===== src/rtl/gate_deadtime.sv =====
// gate_deadtime: per-phase dead-time insertion and gate protection.
//
// Sits between the SVPWM gate command and the inverter gate drivers. Each of
// the three phases rebuilds its complementary high/low pair from the
// high-side command alone and keeps both switches off for dead_time clocks
// at every commutation. A sticky trip latch forces every gate off on an
// external fault (fault_in, double-flop synchronised) and, optionally, on an
// illegal high+low input pair.
//
// Build option:
//   SHOOT_THROUGH_TRIP_EN  - when defined, gate_in[2k] & gate_in[2k+1] for any
//                            phase is a trip with cause bit1. When undefined
//                            the odd (low-side) command bits are ignored and
//                            fault_cause[1] is always 0.

module gate_deadtime #(
    parameter int DT_W = 10
) (
    input  logic            clk,
    input  logic            rst,
    input  logic            en,
    input  logic [DT_W-1:0] dead_time,
    input  logic [5:0]      gate_in,
    input  logic            fault_in,
    input  logic            fault_clr,
    output logic [5:0]      gate_out,
    output logic            fault_latched,
    output logic [1:0]      fault_cause
);

    // Per-phase commutation states. Both DT states keep both switches off.
    typedef enum logic [2:0] {
        IDLE  = 3'd0,
        DT_HI = 3'd1,
        HI    = 3'd2,
        DT_LO = 3'd3,
        LO    = 3'd4
    } phase_state_e;

    localparam logic [DT_W-1:0] CNT_ZERO = '0;
    localparam logic [DT_W-1:0] CNT_ONE  = DT_W'(1);

    logic       fault_meta;
    logic       fault_sync;
    logic       shoot_trip;
    logic       trip;
    logic       clear_ok;
    logic       hold_idle;
    logic       dt_zero;
    logic [2:0] phase_hi;
    logic [2:0] phase_lo;

    // Two-flop synchroniser for the asynchronous external trip input.
    always_ff @(posedge clk or posedge rst) begin
        if (rst) begin
            fault_meta <= 1'b0;
            fault_sync <= 1'b0;
        end else begin
            fault_meta <= fault_in;
            fault_sync <= fault_meta;
        end
    end

`ifdef SHOOT_THROUGH_TRIP_EN
    // A command asking for both switches of one leg at once is itself a fault.
    assign shoot_trip = (gate_in[0] & gate_in[1])
                      | (gate_in[2] & gate_in[3])
                      | (gate_in[4] & gate_in[5]);
`else
    // Low-side command bits carry no information when the check is disabled.
    logic unused_low_cmds;
    assign unused_low_cmds = ^{gate_in[1], gate_in[3], gate_in[5]};
    assign shoot_trip      = 1'b0;
`endif

    // A trip always wins over a clear request and over the run enable.
    assign trip      = fault_sync | shoot_trip;
    assign clear_ok  = fault_clr & fault_latched & ~trip;
    assign hold_idle = trip | fault_latched | ~en;
    assign dt_zero   = (dead_time == CNT_ZERO);

    // Sticky trip flag and cause bits; new causes accumulate while latched.
    always_ff @(posedge clk or posedge rst) begin
        if (rst) begin
            fault_latched <= 1'b0;
            fault_cause   <= 2'b00;
        end else if (trip) begin
            fault_latched <= 1'b1;
            fault_cause   <= fault_cause | {shoot_trip, fault_sync};
        end else if (clear_ok) begin
            fault_latched <= 1'b0;
            fault_cause   <= 2'b00;
        end
    end

    for (genvar k = 0; k < 3; k++) begin : g_phase
        phase_state_e    state_q;
        phase_state_e    state_d;
        logic [DT_W-1:0] cnt_q;
        logic [DT_W-1:0] cnt_d;
        logic            cmd;
        logic            cnt_done;
        logic            hi_q;
        logic            lo_q;

        assign cmd      = gate_in[2*k];
        // A count loaded as 0 (only possible on IDLE exit) behaves like 1.
        assign cnt_done = (cnt_q <= CNT_ONE);

        // Next state and dead-time counter for this phase.
        always_comb begin
            state_d = state_q;
            cnt_d   = cnt_q;
            if (hold_idle) begin
                state_d = IDLE;
                cnt_d   = CNT_ZERO;
            end else begin
                case (state_q)
                    IDLE: begin
                        state_d = cmd ? DT_HI : DT_LO;
                        cnt_d   = dead_time;
                    end
                    LO: begin
                        if (cmd) begin
                            if (dt_zero) begin
                                state_d = HI;
                                cnt_d   = CNT_ZERO;
                            end else begin
                                state_d = DT_HI;
                                cnt_d   = dead_time;
                            end
                        end
                    end
                    HI: begin
                        if (!cmd) begin
                            if (dt_zero) begin
                                state_d = LO;
                                cnt_d   = CNT_ZERO;
                            end else begin
                                state_d = DT_LO;
                                cnt_d   = dead_time;
                            end
                        end
                    end
                    DT_HI: begin
                        if (!cmd) begin
                            state_d = LO;
                            cnt_d   = CNT_ZERO;
                        end else if (cnt_done) begin
                            state_d = HI;
                            cnt_d   = CNT_ZERO;
                        end else begin
                            cnt_d = cnt_q - CNT_ONE;
                        end
                    end
                    DT_LO: begin
                        if (cmd) begin
                            state_d = HI;
                            cnt_d   = CNT_ZERO;
                        end else if (cnt_done) begin
                            state_d = LO;
                            cnt_d   = CNT_ZERO;
                        end else begin
                            cnt_d = cnt_q - CNT_ONE;
                        end
                    end
                    default: begin
                        state_d = IDLE;
                        cnt_d   = CNT_ZERO;
                    end
                endcase
            end
        end

        // State, counter and glitch-free registered gate drives.
        always_ff @(posedge clk or posedge rst) begin
            if (rst) begin
                state_q <= IDLE;
                cnt_q   <= CNT_ZERO;
                hi_q    <= 1'b0;
                lo_q    <= 1'b0;
            end else begin
                state_q <= state_d;
                cnt_q   <= cnt_d;
                hi_q    <= (state_d == HI);
                lo_q    <= (state_d == LO);
            end
        end

        assign phase_hi[k] = hi_q;
        assign phase_lo[k] = lo_q;
    end

    assign gate_out = {phase_lo[2], phase_hi[2],
                       phase_lo[1], phase_hi[1],
                       phase_lo[0], phase_hi[0]};

endmodule


===== config.mk =====
export PLATFORM = sky130hd
export DESIGN_NAME = gate_deadtime
export DESIGN_NICKNAME = d
export VERILOG_FILES = /design/src/rtl/gate_deadtime.sv
export SDC_FILE = /design/constraint.sdc
export NUM_CORES = 1
export LEC_CHECK = 0
export CAP_MARGIN = 0
export CORE_ASPECT_RATIO = 1.5
export CORE_MARGIN = 3
export CORE_UTILIZATION = 60
export CTS_BUF_LIST = sky130_fd_sc_hd__clkbuf_2 sky130_fd_sc_hd__clkbuf_4 sky130_fd_sc_hd__clkbuf_8
export CTS_CLUSTER_SIZE = 24
export DETAILED_ROUTE_END_ITERATION = 6
export PLACE_DENSITY = 0.83
export SYNTH_ARGS = -nofsm -noshare
export SYNTH_HDL_FRONTEND = slang
export SYNTH_SLANG_ARGS = --single-unit
export TNS_END_PERCENT = 10

===== constraint.sdc =====
create_clock -name clk -period 2.5 [get_ports clk]
set_input_delay 0.375 -clock clk [delete_from_list [all_inputs] [get_ports clk]]
set_output_delay 0.375 -clock clk [all_outputs]
set_load 0.01 [all_outputs]

# After elaboration in Yosys (flattened, before gate mapping)
# Index checks and enable logic that the tools add are counted.
word_totals:
  word_cells: 116
  regBits: 50
  input_bits: 21
  output_inout_bits: 9
op_classes:
  n_lt_le_gt_ge: 3
  bitwise_logic: 7
  add_sub_neg: 3
  reduce_logical: 8
  mux: 55
  eq_ne: 24
op_table:
  columns: ["cell", "n"]
  rows:
  - ["$mux 10", 19]
  - ["$pmux 10 s5", 3]
  - ["$mux 3", 22]
  - ["$pmux 3 s5", 3]
  - ["$le 10x1->1 const B", 3]
  - ["$sub 10x1->10 const B", 3]
  - ["$eq 3x2->1 const B", 9]
  - ["$eq 3x3->1 const B", 6]
  - ["$ne 3x3->1 const B", 6]
  - ["$mux 2", 6]
  - ["$logic_not 10->1", 1]
  - ["$eq 3x1->1 const B", 3]
  - ["$logic_not 3->1", 3]
  - ["$reduce_and 2->1", 3]
  - ["$and 1x1->1", 2]
  - ["$mux 1", 2]
  - ["$not 1->1", 2]
  - ["$or 1x1->1", 2]
  - ["$or 2x1->2", 1]
  - ["$reduce_bool 2->1", 1]

# Depth between registers and ports, before layout
# Gate-level depths: netlist (run 1).
depth:
  ltp_word: 6
  mapped_depth: 8
  depth_no_buf: 7

# Least setup slack after synthesis (run 1)
# OpenSTA, ideal clock, no wires.
synth_path:
  path_kind: "input to register"
  startpoint: "input port dead_time[6]"
  endpoint: "register g_phase[1].cnt_q[1]"
  required_time_ns: 2.374
  path_stages: 5
  setup_ns: 0.126
  t_arrival_ns: 1.989
  path_buffers: 1
  path_slack_ns: 0.385
  path_cell_list: "or4_4 -> or3_1 -> buf_6 -> a32o_2 -> a221o_1"
synth_between:
  elab_chain_len: 5
  word_cells_on_any_way: 6
  cone_classes: "mux: 5; reduce/logical: 1"
synth_rtl:
  columns: ["element", "line", "source"]
  rows:
  - ["from (decl)", "22", "input logic [DT_W-1:0] dead_time,"]
  - ["$logic_not 10->1 (*)", "80", "assign dt_zero = (dead_time == CNT_ZERO);"]
  - ["$mux 10 (*)", "125, 136", null]
  - ["$mux 10, on equally long branches", "135, 124", null]
  - ["$pmux 10 s5 (*)", "118", "case (state_q)"]
  - ["$mux 10 (*)", "114", "if (hold_idle) begin"]
  - ["to (signal assigned)", "184", "cnt_q <= cnt_d;"]
  - ["to (decl)", "99", "logic [DT_W-1:0] cnt_q;"]
# Every way passes the cells marked *; elsewhere a longest branch is shown, timed or not. The select of a mux whose other input is x is not followed.
# A chain may end at the register's enable or synchronous reset.

# Worst setup path in the final report (run 1)
layout_path:
  startpoint: "input port dead_time[6]"
  endpoint: "register g_phase[1].cnt_q[2]"
# The elaborated chain is that of the path after synthesis.

==> reports/qor.csv, run 1 <==
stage,metric,value,unit
route,postRouteAntennaNets,0,
power,seqPwrFrac,49.4,%
synth,synth_nets,392,
power,pwr-share-comb,18.4,%
synth,synth_top_area_share,37.8,%
die,start_util,62.4,%
clocking,postCtsSetupRepairBufs,0,
place,numPortBuffers,25,
synth,syn_area,3250,sq um
final_layout,fin_util,71.6,%
synth,synth_mux_area_share,0,%
grt,grt_use_total,26.7,%
synth,synth_cells,365,
grt,first_global_vias,2909,
critical_path,rrSetupSlack,280,ps
synth,yosysTopAreaCell,dfrtp_1,
critical_path,startpoint_type,input port,
sta,hold_viol_final,0,
clocking,numCtsBuffers,5,
die,ioPinCount,30,
route,wl_per_cell,16.9,um
synth,yosys-top-cells-area,"dfrtp_1 38%, a221o_1 3.7%, nor2_1 3.7%, nand2_1 3.4%, o21ai_0 3.1%",
worst_hold_path,holdPathStages,0,
synth,synthAdderAreaFrac,2.31,%
worst_hold_path,min_to,fault_sync,
synth,synthXorXnorAreaFrac,2.70,%
critical_path,reg2reg_from,g_phase[2].cnt_q[0],
clocking,cts_buffer_depth,2,
sta,slew_violations,0,
synth,synth_edf_count,0,
clocking,clk_pin_slew,90,ps
synth,ys_types,69,
status,status,finished clean,
clocking,insertion_delay,300,ps
sta,finalSetupViolations,0,
power,power_density,462,nW/um^2
clocking,cts_tree,yes,
synth,synth_compound_area_share,27.0,%
route,avgViaCountPerCell,6.43,
critical_path,reg2regPathDepth,7,
critical_path,critPathKind,input port to flop,
critical_path,crit_fanout,6,
sta,period_share,92.6,%
grt,antenna_found_initial,0,
synth,synth-simple-area-share,23.1,%
power,leakage,0.00171,uW
synth,ys_warn_count,0,
route,route.vias.total,2991,
critical_path,cp.required,2690,ps
synth,synth_top_flop_cell,dfrtp_1,
final_layout,area_delta_synth_final,14.8,%
power,switchingPower,465,uW
worst_hold_path,worst_hold_startpoint,fault_meta,
die,die_area,6350,sq um
place,globalplace.congestion,0.885,
place,dpl_worst_slack,-131,ps
synth,post_synth.cell_area_avg,8.90,sq um
route,routed_wl,7880,um
power,power.share.clock,32.2,%
worst_hold_path,hp-class,flop to flop,
sta,clock_skew,9.47,ps
die,fp-row-count,32,
sta,layout_setup_ws,186,ps
critical_path,cp.arrival,2500,ps
final_layout,nets,424,
sta,rsz0062_at_grt,no,
grt,grt_pass1_wl,13100,um
clocking,hold_buffers,0,
place,hpwl,5870,um
clocking,cts-resized-gates,0,
power,vdd_ir_drop_max,0.401,mV
sta,timing.final.crit_period,2310,ps
die,die_w,66.1,um
grt,overflow,0,
sta,max_slew_margin,49.5,%
power,swShare,27.0,%
critical_path,end_kind,flop,
synth,yosysSeqAreaShare,37.8,%
grt,grt_max_degree,24,
critical_path,worstReg2RegEnd,g_phase[2].cnt_q[8],
die,core,5200,sq um
final_layout,antenna_cells,0,
clocking,cts.sinks,49,
synth,ys_ff_latch,49,
synth,synth_top_family_by_area,compound AO/OA/AOI/OAI gates,
route,dr.pass1.iters,4,
power,p_int,1260,uW
clocking,h-tree-depth,2,
job,maxCapViolCount,0,
final_layout,stdcell_count,465,
sta,timing.fmax,432,MHz
place,dp_cells,458,
clocking,cts_root_buffer,clkbuf_8,
final_layout,drive_gt1_share,15.1,%
route,drcViolationCount,0,
die,die_h,96.1,um
synth,synth-async-reset-ratio,100,%
route,first_iter_violations,290,
sta,worstMarginPinSlew,758,ps
==> stage by stage <==
step / setup TNS, ps / area (sq um) / hold WS, ps / power (uW)
2_1_floorplan: 0 / 3250 / 331 / 1060
3_3_place_gp: -432 / 3620 / 337 / 1170
3_5_place_dp: -727 / 3620 / 342 / 1180
4_1_cts: 0 / 3730 / 365 / 1730
5_1_grt: 0 / 3730 / 372 / 1800
6_report: 0 / 3730 / 365 / 1720
==> area by class of cell <==
cell class                      count  area [sq um]
Tap cell                           68          85.1
Clock buffer                        5          68.8
Fill cell                         415          1480
Sequential cell                    49          1230
Multi-Input combinational cell    273          1790
Timing Repair Buffer               51           458
Clock inverter                      2          35.0
Inverter                           17          63.8
==> synth_stat cells, types with 3 or more instances <==
library cell and n:
or2_2 4, a22o_1 4, inv_1 17, a21oi_1 18, xor2_1 5, xnor2_1 5
nor3_1 18, dfrtp_1 49, o21ai_0 20, nand3_1 10, o21a_1 3, nor2_1 32
o22ai_1 5, or4_4 3, nand2_1 29, and3_1 3, buf_4 8, o311ai_0 3
o2111a_1 3, nand2b_1 4, ha_1 6, a21o_1 6, a221o_1 12, a31oi_1 3
o211ai_1 4, clkbuf_1 12, nor4_1 8, o31ai_1 3, o21bai_1 3, a22oi_1 6
or2b_2 3, or3_1 6
==> metal layers <==
metal,GRT usage (%),wire [um],up-vias
li1,-,-,1423
met1,32.3,3150,1449
met2,46.0,4120,100
met3,4.91,390,19
met4,11.4,210,0
met5,0,0,-
==> power groups by stage <==
| stage | Combinational (uW) | Sequential, uW | Clock [uW] |
|---|---|---|---|
| floorplan | 213 | 850 | 0 |
| global placement | 305 | 863 | 0 |
| detailed placement | 314 | 865 | 0 |
| CTS | 316 | 849 | 566 |
| global route | 354 | 855 | 588 |
| finish | 317 | 850 | 554 |
==> cells by family after synthesis <==
group / after synthesis
flops: 49
buf+inv: 43
xor+xnor: 10
other cells: 1
fa+ha+maj: 6
compound gates: 116
simple gates: 140
==> sequential cells by signal, summed over array words and instances (netlist names) <==
signal	cells
fault_cause	1
g_phase.state_q	9
fault_meta	1
g_phase.hi_q	3
g_phase.lo_q	3
g_phase.cnt_q	30
fault_latched	1
fault_sync	1
==> placed cells by master, fill, tap and decap left out, types with 4 or more instances in the layout <==
| cell type | netlist | layout |
|---|---|---|
| nor3_1 | 18 | 18 |
| nand2b_1 | 4 | 4 |
| inv_1 | 17 | 16 |
| a22o_1 | 4 | 4 |
| a21o_1 | 6 | 6 |
| xor2_1 | 5 | 5 |
| nor4_1 | 8 | 8 |
| o22ai_1 | 5 | 5 |
| o21ai_0 | 20 | 20 |
| or2_2 | 4 | 4 |
| or3_1 | 6 | 6 |
| clkbuf_8 | 2 | 5 |
| dfrtp_1 | 49 | 49 |
| a21oi_1 | 18 | 18 |
| a22oi_1 | 6 | 6 |
| buf_4 | 8 | 25 |
| a221o_1 | 12 | 12 |
| ha_1 | 6 | 6 |
| nor2_1 | 32 | 32 |
| xnor2_1 | 5 | 5 |
| o211ai_1 | 4 | 4 |
| clkdlybuf4s50_1 | 0 | 25 |
| nand3_1 | 10 | 10 |
| nand2_1 | 29 | 29 |
==> worst max-delay path by stage <==
stage / start / to / slack (ps) / cells after the start
2_1_floorplan: dead_time[6] / g_phase[1].cnt_q[1] / 380 / 5
3_3_place_gp: dead_time[6] / g_phase[1].cnt_q[0] / -90 / 5
3_5_place_dp: dead_time[6] / g_phase[1].cnt_q[2] / -130 / 5
4_1_cts: dead_time[6] / g_phase[1].cnt_q[2] / 200 / 5
5_1_grt: g_phase[1].cnt_q[2] / g_phase[1].state_q[1] / 140 / 6
6_report: dead_time[6] / g_phase[1].cnt_q[2] / 190 / 5
==> critical path: stages <==
cell and delay, ps:
clkdlybuf4s50_1 420, or4_4 560, or3_1 450, a32o_2 330, a221o_1 360
No activity file was read; power rests on OpenSTA's default activity.
==> run 2, diff against run 1 <==
--- a/config.mk
+++ b/config.mk
@@ -12,8 +12,9 @@
 export CTS_BUF_LIST = sky130_fd_sc_hd__clkbuf_2 sky130_fd_sc_hd__clkbuf_4 sky130_fd_sc_hd__clkbuf_8
 export CTS_CLUSTER_SIZE = 24
 export DETAILED_ROUTE_END_ITERATION = 6
+export MAX_ROUTING_LAYER = met4
 export PLACE_DENSITY = 0.83
 export SYNTH_ARGS = -nofsm -noshare
 export SYNTH_HDL_FRONTEND = slang
 export SYNTH_SLANG_ARGS = --single-unit
-export TNS_END_PERCENT = 10
+export TNS_END_PERCENT = 5
==> reports/qor.csv, run 2 (synthesis results as in run 1) <==
stage,metric,value,unit
clocking,cts-resized-gates,0,
final_layout,final_cell_mix,"49 x dfrtp_1, 32 x nor2_1, 29 x nand2_1",
place,dpl_cell_area,3620,sq um
final_layout,fin_util,71.2,%
clocking,cts_tree,yes,
power,leakage,0.00170,uW
final_layout,drive_gt1_share,15.1,%
final_layout,area_delta_synth_final,14.1,%
sta,period_share,91.2,%
place,hpwl,5930,um
clocking,insertion_delay,300,ps
final_layout,top_regs,"g_phase.cnt_q: 30 flops, g_phase.state_q: 9 flops",
critical_path,crit_fanout,13,
clocking,clk_pin_slew,90,ps
die,die_h,96.1,um
sta,timing.fmax,438,MHz
critical_path,startpoint_type,flop,
die,ioPinCount,30,
final_layout,stdcell_count,465,
sta,hold_viol_final,0,
clocking,postCtsSetupRepairBufs,0,
final_layout,largest_reg_flops,30,
sta,timing.final.crit_period,2280,ps
sta,layout_setup_ws,219,ps
route,wl_per_cell,17.1,um
die,die_w,66.1,um
sta,worstMarginPinSlew,740,ps
sta,max_slew_margin,50.2,%
place,dpl_worst_slack,-99.3,ps
critical_path,cp.required,2690,ps
grt,grt_max_degree,34,
grt,first_global_vias,2863,
power,vdd_ir_drop_max,0.248,mV
grt,overflow,0,
route,drcViolationCount,0,
sta,slew_violations,0,
route,route.vias.total,3003,
critical_path,critPathKind,flop to flop,
clocking,cts.sinks,49,
final_layout,largest_register,g_phase.cnt_q,
sta,finalSetupViolations,0,
die,start_util,62.4,%
route,routed_wl,7940,um
final_layout,stdcell_area,3700,sq um
final_layout,antenna_cells,0,
sta,tns,0,ps
critical_path,cp.arrival,2470,ps
clocking,h-tree-depth,2,
critical_path,end_kind,flop,
final_layout,nets,423,
route,first_iter_violations,290,
place,globalplace.congestion,0.903,
place,dp_cells,457,
final_layout,fillers,430,
final_layout,final_common_cell,dfrtp_1,
die,die_area,6350,sq um
clocking,numCtsBuffers,5,
worst_hold_path,hp-class,flop to flop,
die,fp-row-count,32,
status,status,finished clean,
grt,grt_use_total,27.5,%
place,numPortBuffers,25,
clocking,cts_buffer_depth,2,
sta,clock_skew,6.41,ps
clocking,cts_root_buffer,clkbuf_8,
route,avgViaCountPerCell,6.46,
power,power_density,442,nW/um^2
clocking,hold_buffers,0,
grt,antenna_found_initial,0,
route,postRouteAntennaNets,0,
grt,grt_pass1_wl,13300,um
route,dr.pass1.iters,5,
sta,rsz0062_at_grt,no,
job,maxCapViolCount,0,
die,core,5200,sq um
[run 2: final timing paths]
kind	slack, ps	cells after the start	startpoint	to
max in group asynchronous	1380	3	rst	g_phase[2].state_q[1]
max reg2reg	220	5	g_phase[1].cnt_q[2]	g_phase[1].cnt_q[2]
min reg2reg	370	0	fault_meta	fault_sync
min in group asynchronous	500	2	rst	g_phase[0].cnt_q[6]
max	220	5	g_phase[1].cnt_q[2]	g_phase[1].cnt_q[2]
min	370	0	fault_meta	fault_sync
[run 2: cell type report]
cell class | count | area [sq um] | area share, %
Clock inverter | 2 | 10.0 | 0.270
Multi-Input combinational cell | 273 | 1790 | 48.4
Timing Repair Buffer | 50 | 450 | 12.2
Tap cell | 68 | 85.1 | 2.30
Sequential cell | 49 | 1230 | 33.1
Clock buffer | 6 | 76.3 | 2.06
Inverter | 17 | 63.8 | 1.72
[run 2: metrics by stage]
| step | power [uW] | hold WS [ps] |
|---|---|---|
| floorplan | 1060 | 331 |
| global placement | 1160 | 348 |
| detailed placement | 1170 | 341 |
| CTS | 1640 | 374 |
| global route | 1710 | 386 |
| finish | 1640 | 367 |
[run 2: per-layer routing]
layer | vias up | global-route usage [%] | routed length [um]
met4 | 0 | 10.2 | 219
li1 | 1419 | - | -
met3 | 18 | 3.86 | 449
met5 | - | - | 0
met2 | 109 | 46.9 | 4150
met1 | 1457 | 33.0 | 3120
[run 2: critical path, stage by stage (launching register included)]
cell	delay (ps)
dfrtp_1	450
or4_4	590
nor4_2	460
or4_4	300
o21bai_1	80
a221o_1	290
[run 2: power breakdown]
group | internal (uW) | switching, uW
Combinational | 147 | 165
Sequential | 814 | 36.9
Clock | 206 | 267
Total | 1170 | 469
